==> src/rtl/soustraction16_serie.sv <==
// Bit-serial unsigned subtractor: {r1,s} = e1 - e2 - r0, LSB first, one bit per clock.
// Three-state control (IDLE/RUN/DONE); s and r1 update only on entry to DONE.
module soustraction16_serie #(
    parameter int N = 16
) (
    input  logic         clk,
    input  logic         rst_n,
    input  logic         start,
    input  logic [N-1:0] e1,
    input  logic [N-1:0] e2,
    input  logic         r0,
    output logic [N-1:0] s,
    output logic         r1,
    output logic         busy,
    output logic         done
);
    localparam int CW = $clog2(N) + 1;

    typedef enum logic [1:0] {IDLE, RUN, DONE} state_t;

    state_t         state, state_nxt;
    logic [N-1:0]   a_q, b_q;
    logic [N-2:0]   res_q;      // bits 0..N-2; the final bit goes straight into s
    logic           bor_q;
    logic [CW-1:0]  cnt_q;
    logic           last, d_bit, bor_nxt;

    assign last    = (cnt_q == CW'(N - 1));
    assign d_bit   = a_q[0] ^ b_q[0] ^ bor_q;
    assign bor_nxt = (~a_q[0] & b_q[0]) | (~(a_q[0] ^ b_q[0]) & bor_q);
    assign busy    = (state != IDLE);

    always_comb begin
        state_nxt = state;
        case (state)
            IDLE:    if (start) state_nxt = RUN;
            RUN:     if (last)  state_nxt = DONE;
            DONE:    state_nxt = IDLE;
            default: state_nxt = IDLE;
        endcase
    end

    always_ff @(posedge clk or negedge rst_n) begin
        if (!rst_n) state <= IDLE;
        else        state <= state_nxt;
    end

    always_ff @(posedge clk or negedge rst_n) begin
        if (!rst_n) begin
            a_q   <= '0;
            b_q   <= '0;
            res_q <= '0;
            bor_q <= 1'b0;
            cnt_q <= '0;
            s     <= '0;
            r1    <= 1'b0;
            done  <= 1'b0;
        end else begin
            done <= (state_nxt == DONE);
            case (state)
                IDLE: if (start) begin
                    a_q   <= e1;
                    b_q   <= e2;
                    bor_q <= r0;
                    cnt_q <= '0;
                end
                RUN: begin
                    a_q   <= a_q >> 1;
                    b_q   <= b_q >> 1;
                    bor_q <= bor_nxt;
                    res_q <= {d_bit, res_q[N-2:1]};
                    cnt_q <= cnt_q + 1'b1;
                    if (last) begin
                        s  <= {d_bit, res_q};
                        r1 <= bor_nxt;
                    end
                end
                default: ;
            endcase
        end
    end
endmodule

==> config.mk <==
export PLATFORM = sky130hd
export DESIGN_NAME = soustraction16_serie
export DESIGN_NICKNAME = d
export VERILOG_FILES = /design/src/rtl/soustraction16_serie.sv
export SDC_FILE = /design/constraint.sdc
export NUM_CORES = 1
export LEC_CHECK = 0
export ABC_CLOCK_PERIOD_IN_PS = 2700
export CORE_UTILIZATION = 44
export CTS_CLUSTER_SIZE = 14
export DETAILED_ROUTE_END_ITERATION = 8
export PLACE_DENSITY = 0.79
export SETUP_SLACK_MARGIN = 0.05
export SLEW_MARGIN = 20
export SYNTH_ARGS = -nofsm -noshare
export SYNTH_HDL_FRONTEND = slang
export SYNTH_SLANG_ARGS = --single-unit
export TNS_END_PERCENT = 30
==> constraint.sdc <==
create_clock -name clk -period 2.7 [get_ports clk]
set_input_delay 0.405 -clock clk [delete_from_list [all_inputs] [get_ports clk]]
set_output_delay 0.405 -clock clk [all_outputs]
set_load 0.005 [all_outputs]
==> implementation parameters <==
Parameter                              Value

Status
  Outcome    complete, no violations

STA
  RSZ-0062 raised after global routing    false
  Setup-violating endpoint count in the final report    0
  Final worst path period need    2.09 ns
  Hold Vio Cnt, Final    0
  Max-slew violation count    0
  Max Clock Freq    478 MHz
  Post-route setup TNS    0 ns
  Final worst-path cycle share    77.5%
  Worst clock skew    0.00620 ns
  Transition time at the pin with the least slew margin    about 0.9 ns
  Worst slew margin relative to its limit    around two fifths
  Setup slack of the critical path after layout    between 0.6 and 0.7 ns
  Worst hold slack after final layout    0.192 ns

Logic synthesis
  Synthesized cell area    3330 sq um
  Number of distinct library cells after synthesis    26
  Synthesis Warnings    0
  Post-synthesis average cell area    11.4 sq um
  Flop and latch count out of synthesis    73
  Synthesized netlist net count    331
  Post-synthesis cell count    292
  Part of the Yosys area used for sequential elements    54.8%

Power
  Power density over the cells    just over 1000 nW/um^2
  Leakage power of the design    0.00197 uW
  Peak supply drop    0.352 mV

Die
  Number of rows in the core area    31
  Area of the core    about 7300 sq um
  Die height    89.1 microns
  Initial cell density of the core    45.7%
  Die area    7930 sq um
  Die W    89.1 microns
  Top-level I/O count    55

Clock tree
  TritonCTS clock tree    done
  Number of buffers between clock root and the deepest sink    2
  Clock transition at path regs    0.07 ns
  CTS sink count    73
  Post-cts sizing count    0
  Post-CTS Repair Setup Buffers    0
  CTS H-tree lvls    3
  Clock latency on the worst-skew pair    0.34 ns
  Clock root buffer master    sky130_fd_sc_hd__clkbuf_8
  CTS hold repair buffers    0
  Number of buffers created by CTS    9

Critical path
  Maximum fanout along the worst path    16
  Category of the worst setup path capture point    output port
  Worst path required time    2.30 ns
  Type of the worst setup path    reg2out
  Critical path launch point type    flip-flop
  Arrival time reported for the critical path endpoint    1.69 ns

Detailed routing
  Vias per Instance    5.13
  DRT iter0 DRCs    111
  Drt wl/cell    about 14 microns
  Wirelength, routed    6130 microns
  Number of vias in the routed layout    2282
  Final ANT Viol Nets    0
  First drt pass iteration count    4
  Drc violations    0

Placed design
  Global placement routability congestion    roughly 0.8
  Pre-CTS setup slack    0.730 ns
  Buffers on Ports    54
  Half-perimeter wire length after placement    4160 microns
  Cell count after placement    429

Hold path
  Worst Hold Class    in2async

Finish
  Core utilization of the finished layout    56.3%
  Layout area overhead    23.0%
  Diodes inserted    0
  Share of layout cells above drive strength 1    16.2%
  Net count reported at finish    380
  Final Non-Filler Cells    445

Global routing
  Pin count of the biggest net entering global routing    between 70 and 80
  Vias in the first global route    2221
  Number of antenna violations at the first check in global routing    0
  Overall overflow remaining after global route    0
  GRT Overall Usage    17.1%
  First-pass GRT wire length    10400 microns

Job
  Count of max-cap constraint violations    0
cells by family after synthesis:
group | after synthesis | share of synthesized area (%)
fa+ha+maj | 3 | 1.35
compound gates | 74 | 11.7
simple gates | 81 | 14.8
mux | 32 | 12.6
buf+inv | 29 | 4.77
flops | 73 | 54.8
synthesized netlist by cell type, drive strengths merged:
| master | instances | area share [%] |
|---|---|---|
| nand3 | 2 | 0.30 |
| clkbuf | 6 | 0.68 |
| o311ai | 1 | 0.26 |
| a21oi | 33 | 5.0 |
| dfrtp | 73 | 55 |
| a22o | 1 | 0.26 |
| ha | 2 | 0.75 |
| or2 | 1 | 0.19 |
| mux2 | 31 | 12 |
| o21bai | 1 | 0.56 |
| nand3b | 1 | 0.60 |
| fa | 1 | 0.60 |
| mux2i | 1 | 0.30 |
| nor2 | 2 | 0.23 |
| nand2 | 39 | 4.4 |
| nand2b | 1 | 0.19 |
| buf | 17 | 3.4 |
| and3 | 1 | 0.19 |
| inv | 6 | 0.68 |
| and3b | 31 | 8.1 |
| nor2b | 3 | 0.56 |
| o21ai | 38 | 5.7 |
per-layer routing:
| metal | part of all wire [%] | GRT usage, % |
|---|---|---|
| met2 | 48 | 27.2 |
| met3 | 3.8 | 3.97 |
| met1 | 46 | 22.4 |
| met4 | 2.1 | 7.94 |
| met5 | 0 | 0 |
placed cells by master, fill, tap and decap left out, types with 2 or more instances in the layout:
cell,instances
sky130_fd_sc_hd__nor2b_1,3
sky130_fd_sc_hd__dfrtp_1,72
sky130_fd_sc_hd__clkbuf_8,10
sky130_fd_sc_hd__inv_1,6
sky130_fd_sc_hd__buf_4,8
sky130_fd_sc_hd__clkbuf_1,3
sky130_fd_sc_hd__mux2_4,16
sky130_fd_sc_hd__ha_1,2
sky130_fd_sc_hd__a21oi_1,33
sky130_fd_sc_hd__clkdlybuf4s50_1,53
sky130_fd_sc_hd__nand3_1,2
sky130_fd_sc_hd__mux2_2,15
sky130_fd_sc_hd__nand2_1,39
sky130_fd_sc_hd__nor2_1,2
sky130_fd_sc_hd__o21ai_0,37
sky130_fd_sc_hd__and3b_1,31
sky130_fd_sc_hd__clkinv_2,2
area by class of cell:
class,count,area [sq um]
fill,653,3190
sequential,73,1830
multi-input combinational,190,1350
timing repair buffer,61,591
clock buffer,13,149
tap,99,124
clock inverter,3,40.0
inverter,6,22.5
final timing paths:
path	start	endpoint	slack [ns]	cells after the start
worst max-delay path	state[1]	busy	0.61	2
worst min-delay path	rst_n	res_q[3]	0.19	1
worst max register to register	state[1]	res_q[7]	0.86	2
worst min register to register	a_q[4]	a_q[4]	0.48	2
max in group asynchronous	rst_n	state[0]	1.87	1
min in group clk	a_q[4]	a_q[4]	0.48	2
critical path, stage by stage (launching register included):
cell and delay [ns]:
sky130_fd_sc_hd__dfrtp_1 0.54, sky130_fd_sc_hd__or2_2 0.37, sky130_fd_sc_hd__clkdlybuf4s50_1 0.45
state kept, by name, indices dropped and copies added (netlist names):
name   count
cnt_q      5
bor_q      1
done       1
s         16
state      2
r1         1
b_q       16
a_q       16
res_q     15
through the flow:
| step | instance area (sq um) | total power, uW |
|---|---|---|
| 2_1_floorplan | 3330 | 2850 |
| 3_3_place_gp | 3910 | 3280 |
| 3_5_place_dp | 3910 | 3390 |
| 4_1_cts | 4100 | 4210 |
| 5_1_grt | 4100 | 4480 |
| 6_report | 4100 | 4170 |
power breakdown:
part | leakage, uW | switching, uW | internal (uW)
Sequential | 0.000936 | 320 | 1550
Combinational | 0.000937 | 588 | 886
Clock | 0.0000974 | 376 | 451
Note: power is estimated with default switching activity, not from simulation.
